`src/rtl/ahb_mem_slave_p.sv`:
```
// rtl/ahb_mem_slave_p.sv - AHB-Lite slave in front of a synchronous word-wide memory
// Wait states, ERROR responses and write-to-read byte forwarding.
module ahb_mem_slave_p #(
  parameter int                DATA_W      = 32,
  parameter int                ADDR_W      = 32,
  parameter logic [ADDR_W-1:0] BASE_ADDR   = '0,
  parameter int                DEPTH       = 1024,
  parameter int                WAIT_STATES = 0
) (
  input  logic                       HCLK,
  input  logic                       HRESETn,
  input  logic                       HSEL,
  input  logic [ADDR_W-1:0]          HADDR,
  input  logic                       HWRITE,
  input  logic [2:0]                 HSIZE,
  input  logic [2:0]                 HBURST,
  input  logic [1:0]                 HTRANS,
  input  logic [DATA_W-1:0]          HWDATA,
  input  logic                       HREADY,
  output logic                       HREADYOUT,
  output logic                       HRESP,
  output logic [DATA_W-1:0]          HRDATA,
  output logic [$clog2(DEPTH)-1:0]   mem_addr,
  output logic [$clog2(DEPTH)-1:0]   mem_waddr,
  output logic                       mem_we,
  output logic [DATA_W/8-1:0]        mem_wstrb,
  output logic [DATA_W-1:0]          mem_wdata,
  output logic                       mem_re,
  input  logic [DATA_W-1:0]          mem_rdata
);

  localparam int NB     = DATA_W / 8;
  localparam int LANE_W = $clog2(NB);
  localparam int AW     = $clog2(DEPTH);
  localparam logic [ADDR_W:0] MEM_BYTES = (ADDR_W + 1)'(DEPTH * NB);
  localparam logic [2:0]      MAX_SIZE  = 3'(LANE_W);

  typedef enum logic [2:0] {S_IDLE, S_WAIT, S_LAST, S_ERR1, S_ERR2} state_t;

  state_t            state;
  logic [2:0]        wcnt;
  logic              wr_r, rd_r;
  logic [AW-1:0]     word_r;
  logic [NB-1:0]     strb_r;
  logic [NB-1:0]     fwd_strb;
  logic [DATA_W-1:0] fwd_data;

  logic [ADDR_W:0]   off;
  logic [LANE_W-1:0] lane, size_mask;
  logic [AW-1:0]     acc_word;
  logic [NB-1:0]     acc_strb;
  logic              ready_state, accept, acc_err, acc_good, hit, rd_phase;
  logic              unused_bits;

  assign unused_bits = ^{HTRANS[0], HBURST};

  // Offset is one bit wider so addresses below BASE_ADDR wrap to a huge value and fail the range check.
  assign off       = {1'b0, HADDR} - {1'b0, BASE_ADDR};
  assign lane      = HADDR[LANE_W-1:0];
  assign size_mask = LANE_W'((32'd1 << HSIZE) - 32'd1);
  assign acc_word  = off[LANE_W +: AW];
  assign acc_strb  = NB'(((32'd1 << (32'd1 << HSIZE)) - 32'd1) << lane);

  assign ready_state = (state == S_IDLE) || (state == S_LAST) || (state == S_ERR2);
  assign accept      = HSEL && HREADY && HTRANS[1] && ready_state;
  assign acc_err     = (off >= MEM_BYTES) || (HSIZE > MAX_SIZE) || (|(lane & size_mask));
  assign acc_good    = accept && !acc_err;

  // mem_addr serves the read issued this cycle; a write finishing in the same cycle uses mem_waddr.
  assign mem_re    = acc_good && !HWRITE;
  assign mem_we    = (state == S_LAST) && wr_r;
  assign mem_waddr = word_r;
  assign mem_addr  = mem_re ? acc_word : word_r;
  assign mem_wstrb = mem_we ? strb_r : '0;
  assign mem_wdata = HWDATA;
  assign hit       = mem_we && (word_r == acc_word);
  assign rd_phase  = rd_r && ((state == S_WAIT) || (state == S_LAST));

  always_comb begin
    HRDATA = '0;
    if (rd_phase) begin
      for (int b = 0; b < NB; b++)
        HRDATA[8*b +: 8] = fwd_strb[b] ? fwd_data[8*b +: 8] : mem_rdata[8*b +: 8];
    end
  end

  always_ff @(posedge HCLK or negedge HRESETn) begin
    if (!HRESETn) begin
      state     <= S_IDLE;
      wcnt      <= 3'd0;
      HREADYOUT <= 1'b1;
      HRESP     <= 1'b0;
      wr_r      <= 1'b0;
      rd_r      <= 1'b0;
      word_r    <= '0;
      strb_r    <= '0;
      fwd_strb  <= '0;
      fwd_data  <= '0;
    end else begin
      case (state)
        S_WAIT: begin
          if (wcnt == 3'd0) begin
            state     <= S_LAST;
            HREADYOUT <= 1'b1;
          end else begin
            wcnt <= wcnt - 3'd1;
          end
        end
        S_ERR1: begin
          state     <= S_ERR2;
          HREADYOUT <= 1'b1;
          HRESP     <= 1'b1;
        end
        default: begin
          state     <= S_IDLE;
          HREADYOUT <= 1'b1;
          HRESP     <= 1'b0;
          wr_r      <= 1'b0;
          rd_r      <= 1'b0;
          if (accept && acc_err) begin
            state     <= S_ERR1;
            HREADYOUT <= 1'b0;
            HRESP     <= 1'b1;
          end else if (accept) begin
            wr_r     <= HWRITE;
            rd_r     <= !HWRITE;
            word_r   <= acc_word;
            strb_r   <= acc_strb;
            fwd_strb <= (hit && !HWRITE) ? strb_r : '0;
            fwd_data <= HWDATA;
            if (WAIT_STATES > 0) begin
              state     <= S_WAIT;
              HREADYOUT <= 1'b0;
              wcnt      <= 3'(WAIT_STATES - 1);
            end else begin
              state <= S_LAST;
            end
          end
        end
      endcase
    end
  end

endmodule

```
`config.mk`:
```
export PLATFORM = sky130hd
export DESIGN_NAME = ahb_mem_slave_p
export DESIGN_NICKNAME = d
export VERILOG_FILES = /design/src/rtl/ahb_mem_slave_p.sv
export SDC_FILE = /design/constraint.sdc
export NUM_CORES = 1
export LEC_CHECK = 0
export CAP_MARGIN = 20
export CORE_MARGIN = 5
export CORE_UTILIZATION = 30
export CTS_BUF_LIST = sky130_fd_sc_hd__clkbuf_16
export DETAILED_ROUTE_END_ITERATION = 10
export PLACE_DENSITY = 0.72
export SLEW_MARGIN = 20
export SYNTH_ARGS = -nofsm -noshare
export SYNTH_HDL_FRONTEND = slang
export SYNTH_SLANG_ARGS = --single-unit
```
`constraint.sdc`:
```
create_clock -name HCLK -period 5.19 [get_ports HCLK]
set_input_delay 0.519 -clock HCLK [delete_from_list [all_inputs] [get_ports HCLK]]
set_output_delay 0.519 -clock HCLK [all_outputs]
set_load 0.02 [all_outputs]
```
-- Yosys cells after proc, flatten, opt, wreduce, memory -nomap -nowiden
Index checks and enable logic that the tools add are counted.
- flip-flop bits (word level): 60
- bits in writable memories: 0
- logic and storage cells: 72
- ROM bits: 0
- latch bits: 0
- memories kept: 0
- output and inout port bits: 92
- bitwise logic cells: 4
- reductions and logical operators: 23
- equal/unequal tests: 6
- multiply operators: 0
- magnitude comparators: 2
- shifts and indexed selects: 3
- add/sub/neg operators: 3
- mux-type cells: 21
- div/mod/pow operators: 0
- operator list (kind ; count):
    >= comparator 32 x 13 -> 1 bit, second input constant ; 1
    two-way mux 32 bit ; 1
    two-way mux 8 bit ; 4
    << shifter 1 x 3 -> 32 bit, first input constant ; 1
    << shifter 1 x 32 -> 32 bit, first input constant ; 1
    << shifter 32 x 2 -> 4 bit ; 1
    subtractor 32 x 1 -> 32 bit, second input constant ; 1
    equality test 10 bit ; 1
    logical AND 1 bit ; 10
    two-way mux 10 bit ; 1
    two-way mux 4 bit ; 2
    two-way mux 1 bit ; 7
    equality test 3 x 2 -> 1 bit, second input constant ; 2
    zero test 3 bit ; 2
    one-hot mux 3 bit (2 select lines) ; 1
    logical OR 1 bit ; 5
    two-way mux 2 bit ; 2
    one-hot mux 1 bit (2 select lines) ; 2
    OR reduction 2 bit ; 2
    equality test 3 x 1 -> 1 bit, second input constant ; 1
    equality test 3 bit, second input constant ; 1
    > comparator 3 x 2 -> 1 bit, second input constant ; 1
    two-way mux 3 bit ; 1
    inverter 1 bit ; 3
    7 further kinds ; 8

-- Longest topological paths before layout
Gate-level depths: netlist (run 1).
- depth in word-level cells: 9
- mapped depth: 7
- gate-level depth less buffers: 6

-- Least setup slack after synthesis (run 1)
No wires, ideal clock.
- kind: input port to output port
- start: input port HSIZE[2]
- end: output port mem_addr[1]
- arrival: 2.123 ns
- path buffers: 1
- slack: 2.548 ns
- cell stages on the path: 5
- cells stage by stage: o31a_1 -> a211o_1 -> or4_4 -> buf_6 -> mux2_4
- word-level cells in the longest chain between the ends: 9
- RTL lines (what ; line ; text):
    start, declared ; 15 ; input logic [2:0] HSIZE,
    << shifter 1 x 3 -> 32 bit ; -- ;
    subtractor 2 x 1 -> 2 bit ; 60 ; assign size_mask = LANE_W'((32'd1 << HSIZE) - 32'd1);
    AND 2 bit ; 66 ; assign acc_err = (off >= MEM_BYTES) || (HSIZE > MAX_SIZE) || (|(lane & size_mask));
    OR reduction 2 bit ; 66 ;
    logical OR 1 bit * ; 66 ;
    zero test 1 bit * ; 67 ; assign acc_good = accept && !acc_err;
    logical AND 1 bit * ; 67 ;
    logical AND 1 bit * ; 70 ; assign mem_re = acc_good && !HWRITE;
    two-way mux 10 bit * ; 73 ; assign mem_addr = mem_re ? acc_word : word_r;
    end, declared ; 23 ; output logic [$clog2(DEPTH)-1:0] mem_addr,
Every way passes the cells marked *; elsewhere a longest branch is shown, timed or not.

-- Worst setup path in the final report (run 1)
- start: input port HSIZE[2]
- end: output port mem_addr[4]
The elaborated chain is that of the path after synthesis.

==> metrics.txt, run 1 <==
Slew Limit Headroom 0.487; Pint roughly 940 µW; switching share of total power 0.223; Die Y between 100 and 150 µm; sequential share of the synthesized area 0.419; io pins roughly 200; Worst setup EP type output port; hold violation total from the final report 0; # H-tree levels 3; Pwr Density approximately 210 nW/µm²; CTS tree done; peak per-stage delay on the critical path ~0.58 ns; hold_buf cts 0; Most common cell on crit path clkdlybuf4s50_1; CP Max Fanout 12; clock-pin slew on the worst setup and hold paths roughly 0.05 ns; commonest cells in the netlist 59 x dfrtp_1, 41 x mux2_2, 38 x nor2_1, 35 x buf_4, 32 x mux2i_1; layout cell share with drive strength beyond 1 0.169; Total Wirelength 10.2 mm; Post-Layout Inst Area approximately 5700 µm²; post-layout net count between 500 and 600; Logic pwr share 0.139; P_leak 2.38 nW; GR peak layer met2; top cell type by total area after synthesis dfrtp_1; worst vdd ir around 0.1 mV; Ys Warns 0; average size of a mapped cell around 12 µm²; first-pass GRT wire length 16.6 mm; synthesized flop and latch total 60; clock power share 0.469; drt first pass iters 4; total congestion overflow 0; CTS root buffer clkbuf_16; Area contributors post-synth dfrtp_1 41%, mux2_2 13%, mux2i_1 8.9%, buf_4 7.3%, mux2_4 5.4%; crit share post-route 0.720; Syn Std Cell Area 3580 µm²; met1 Usage GRT 0.171; cell row count 40; met2 usage 0.254; Max Cap Violations 0; CP max-delay cell or4_4; Final TNS setup 0 ns; Final min period approximately 3.7 ns; Clock Skew 0.00804 ns; initial antenna violation count 0; unrepaired setup endpoints after global routing no; core area roughly 12000 µm²; vias ~2900; Final Power between 1 and 1.5 mW; Worst EP arrival about 3.2 ns; GRT Overall Usage 0.146; crit path cell chain clkdlybuf4s50_1 -> o31a_1 -> a211o_1 -> or4_4 -> mux2_4 -> clkdlybuf4s50_1; Num CTS Buffers 9; drt drc 0; DRT iter0 DRCs between 50 and 60; Die X about 120 µm; Final Core Density 0.480; Tightest Pin Transition 0.769 ns; Skew-Pair Late Insertion Delay between 0.3 and 0.4 ns; synth unique cells 46; switching power about 270 µW; count leader, synth dfrtp_1; Synth Instances slightly above 300; outcome finished, final reports clean; GR Util met3 0.0442; Post-synth ARST share 1.00; Yosys top cell area share 0.412; Setup Crit Path Kind input pin to output port; hold crit path type input pin to async pin; post-DR vias/cell approximately 4.6; antenna viol nets, final 0; clock sink total 60; Post-synth EDFFs 0; Layout area overhead 58.8%; die area ~14000 µm²; Post-DP Area between 5000 and 6000 µm²; largest net degree at the start of global routing 61; Worst setup SP type input pin; synthesized netlist net count between 400 and 500; final RePlAce weighted congestion approximately 0.74; dpl hpwl roughly 8 mm; clk buf depth 2; Antenna diodes 0; port bufs around 200; # resized after CTS 0; routed len/inst 16.3 µm; hold_ws roughly 0.34 ns; Max Clock Freq 267 MHz; Setup Buffers After CTS 0; final setup vio count 0; Initial Util 0.302; max-slew violation count 0; Worst EP required about 4.7 ns; sequential share of power 0.392; ys flop type dfrtp_1; vias in the first global route 3187
==> routing by layer <==
metal | vias up | share of wire
met5 | - | 0
met4 | 0 | 0.015
met3 | 11 | 0.077
met2 | 135 | 0.49
met1 | 1354 | 0.42
li1 | 1389 | -
==> cells by family (layout without fill, tap and decap cells) <==
| group | after synthesis | after routing | share of synthesized area |
|---|---|---|---|
| muxes | 87 | 87 | 0.276 |
| adders and majority gates | 2 | 2 | 0.00698 |
| buffers and inverters | 55 | 223 | 0.103 |
| AOI/OAI and AO/OA | 22 | 22 | 0.0430 |
| DFF | 60 | 60 | 0.419 |
| xor gates and xnor gates | 12 | 12 | 0.0293 |
| and+or+nand+nor | 72 | 72 | 0.122 |
==> area by class of cell <==
cell class / count / area, µm²
Clock buffer: 9 / 225
Clock inverter: 7 / 58.8
Fill cell: 1086 / 6170
Inverter: 8 / 30.0
Multi-Input combinational cell: 195 / 1710
Sequential cell: 60 / 1500
Tap cell: 147 / 184
Timing Repair Buffer: 199 / 1980
==> sequential cells by signal, indices dropped and copies added (netlist names) <==
signal,flops
wcnt,3
state,3
fwd_strb,4
strb_r,4
fwd_data,32
rd_r,1
mem_waddr,10
HRESP,1
HREADYOUT,1
wr_r,1
==> stage by stage <==
stage          setup WS [ns]  instances
2_1_floorplan           2.55        310
3_3_place_gp            1.47        609
3_5_place_dp            1.46        609
4_1_cts                 1.45        625
5_1_grt                 1.36        625
6_report                1.45        625
==> final timing paths <==
path | from | cells past startpoint | slack [ns] | end
setup / recovery | HSIZE[2] | 6 | 1.45 | mem_addr[4]
hold / removal | HRESETn | 2 | 0.34 | fwd_data[3]
setup reg to reg | state[0] | 4 | 2.84 | mem_waddr[7]
hold reg to reg | wcnt[0] | 1 | 0.48 | wcnt[0]
max in group asynchronous | HRESETn | 2 | 4.32 | fwd_data[1]
min in group HCLK | wcnt[0] | 1 | 0.48 | wcnt[0]
==> layout by cell type (no fill, tap or decap), types with 3 or more instances in the layout <==
cell,synthesis,layout
mux2_4,13,13
buf_4,35,3
mux2i_1,32,32
nand2_1,7,7
nor2_1,38,38
clkdlybuf4s50_1,0,195
and2_1,5,5
dfrtp_1,59,59
nor4_4,3,3
o31ai_1,9,9
inv_1,8,9
mux2_2,41,41
xnor2_1,11,11
o21ai_0,5,5
clkbuf_16,0,9
==> worst max-delay path, delay by kind of cell <==
family	cells	cell delay, ns
compound gates	2	0.76
mux	1	0.34
buf+inv	2	1.02
simple gates	1	0.58
==> power groups by stage <==
stage / Clock (mW) / Sequential [mW] / Combinational [mW]
floorplan: 0 / 0.480 / 0.0576
global placement: 0 / 0.480 / 0.168
detailed placement: 0 / 0.480 / 0.170
CTS: 0.585 / 0.472 / 0.170
global route: 0.612 / 0.472 / 0.180
finish: 0.566 / 0.473 / 0.168
Power figures use the tool's default switching activity.
==> run 2: changes to the inputs <==
==> constraint.sdc (replaced) <==
create_clock -name HCLK -period 3.9 [get_ports HCLK]
set_input_delay 0.39 -clock HCLK [delete_from_list [all_inputs] [get_ports HCLK]]
set_output_delay 0.39 -clock HCLK [all_outputs]
set_load 0.02 [all_outputs]
==> run 2 against run 1 <==
  * Clock power increased by 33%
  * Hold slack got worse by 0.30 ns
  * Clock skew about the same
==> metrics.txt, run 2 (synthesis gave the netlist of run 1 again) <==
Final Power 1.60 mW (+33%); Final TNS setup 0 ns (unchanged); DRT iter0 DRCs 65 (+27%); CP Max Fanout 12 (unchanged); Worst setup SP type input pin; Pint 1.25 mW (+33%); commonest non-fill, non-tap cell in the layout clkdlybuf4s50_1; Pwr Density 282 nW/µm² (+33%); Slew Limit Headroom 0.528 (+0.0408); most frequent cells in the layout 195 x clkdlybuf4s50_1, 59 x dfrtp_1, 41 x mux2_2; layout cell share with drive strength beyond 1 0.172 (+0.00209); Worst setup EP type output port; hold_ws 0.0465 ns (-0.298 ns); met3 routed WL 809 µm (+3.5%); CP max-delay cell or4_4; final setup vio count 0 (unchanged); # resized after CTS 0 (unchanged); Most common cell on crit path clkdlybuf4s50_1; post-layout net count 584 (unchanged); crit share post-route 0.887; switching power 355 µW (+32%); clock power share 0.468 (about the same); P_leak 2.38 nW (+0.26%); Logic pwr share 0.140 (about the same); Layout area overhead 58.9% (about the same); Initial Util 0.302 (unchanged); r2r startpoint state[0]; clock-pin slew on the worst setup and hold paths 0.05 ns (about the same); clk buf depth 2 (unchanged); die area 14200 µm² (unchanged); Worst EP required 3.51 ns (-1.16 ns); post-DR vias/cell 4.60 (-0.55%); routed len/inst 16.0 µm (-2.2%); Tightest Pin Transition 0.708 ns (-0.0611 ns); final RePlAce weighted congestion 0.759 (+1.9%); Worst EP arrival 3.07 ns (-0.15 ns); hold crit path type input pin to async pin; crit path cell chain clkdlybuf4s50_1 -> o31a_1 -> a211o_1 -> or4_4 -> mux2_4 -> clkdlybuf4s50_1; Max Cap Violations 0 (unchanged); GRT Overall Usage 0.141 (-0.00501); FF-to-FF setup slack 1.52 ns (-1.32 ns); switching share of total power 0.221 (-0.00172); Die X 119 µm (unchanged); vias 2873 (-0.55%); Post-DP Area 5410 µm² (unchanged); Num CTS Buffers 9 (unchanged); Setup Crit Path Kind input pin to output port; fill count 1076 (-0.92%); io pins 201 (unchanged); drt first pass iters 4 (unchanged); max-slew violation count 0 (unchanged); Worst R2R End mem_waddr[6]; CTS tree done; Reg with most FFs fwd_data; port bufs 196 (unchanged); drt drc 0 (unchanged); worst vdd ir 0.131 mV (+32%); peak per-stage delay on the critical path 0.57 ns (about the same); # H-tree levels 3 (unchanged); sequential share of power 0.392 (about the same); clock sink total 60 (unchanged); antenna viol nets, final 0 (unchanged); Max Clock Freq ~290 MHz; wl on met1 4.08 mm (-5.0%); Critical Path Source HSIZE[2]; dpl hpwl 7.94 mm (about the same); Final min period about 3.5 ns; cell row count 40 (unchanged); total congestion overflow 0 (unchanged); Antenna diodes 0 (unchanged); Total Wirelength 9.99 mm (-2.2%); vias in the first global route 3124 (-2.0%); DR WL met2 4.96 mm (-0.34%); unrepaired setup endpoints after global routing no; Die Y 119 µm (unchanged); core area 11900 µm² (unchanged); initial antenna violation count 0 (unchanged); Clock Skew 0.00838 ns (+0.000344 ns); CTS root buffer clkbuf_16; Setup Buffers After CTS 0 (unchanged); Post-Layout Inst Area 5690 µm² (about the same); Worst R2R Path Depth 4 (unchanged); first-pass GRT wire length 16.0 mm (-3.4%); hold violation total from the final report 0 (unchanged); max FFs per register 32 (unchanged); Skew-Pair Late Insertion Delay 0.32 ns (about the same); hold_buf cts 0 (unchanged); DR top layer met4; largest net degree at the start of global routing 39 (-36%); outcome finished, final reports clean
run 2: cell count changes in the layout (fill, tap and decap cells not counted):
cell      change
clkinv_1      -2
clkinv_2      +1
inv_1         +1
run 2: power by group through the flow:
stage	Combinational [mW]	Sequential [mW]	Clock, mW
finish	0.224	0.629	0.751
global route	0.240	0.628	0.810
CTS	0.228	0.628	0.778
detailed placement	0.227	0.639	0
global placement	0.224	0.639	0
floorplan	0.0766	0.639	0
run 2: area by class of cell:
class / count / area [µm²] / area share
Inverter: 8 / 30.0 / 0.00528
Timing Repair Buffer: 199 / 1980 / 0.348
Multi-Input combinational cell: 195 / 1710 / 0.300
Tap cell: 147 / 184 / 0.0323
Clock buffer: 9 / 225 / 0.0396
Sequential cell: 60 / 1500 / 0.264
Clock inverter: 7 / 60.1 / 0.0106
run 2: critical path, delay by kind of cell:
kind	cells	cell delay (ns)
compound gates	2	0.75
buf+inv	2	1.00
mux	1	0.34
simple gates	1	0.57
run 2: how the worst max path moves through the flow:
stage | slack (ns) | endpoint
after floorplan | 1.52 | mem_addr[1]
after global placement | 0.45 | mem_addr[4]
after detailed placement | 0.42 | mem_addr[4]
after CTS | 0.41 | mem_addr[4]
after global routing | 0.30 | mem_addr[4]
final | 0.44 | mem_addr[4]
run 2: per-layer routing:
layer  GRT usage  vias to the layer above
met5           0                        -
met4      0.0500                        0
met3      0.0432                       10
met2       0.245                      128
met1       0.164                     1350
li1            -                     1385
run 2: metrics by stage:
stage | utilization | worst slack (ns) | instances
3_3_place_gp | 0.456 | 0.451 | 609
5_1_grt | 0.480 | 0.304 | 625
6_report | 0.480 | 0.439 | 625
2_1_floorplan | - | 1.52 | 310
3_5_place_dp | 0.456 | 0.422 | 609
4_1_cts | 0.480 | 0.414 | 625
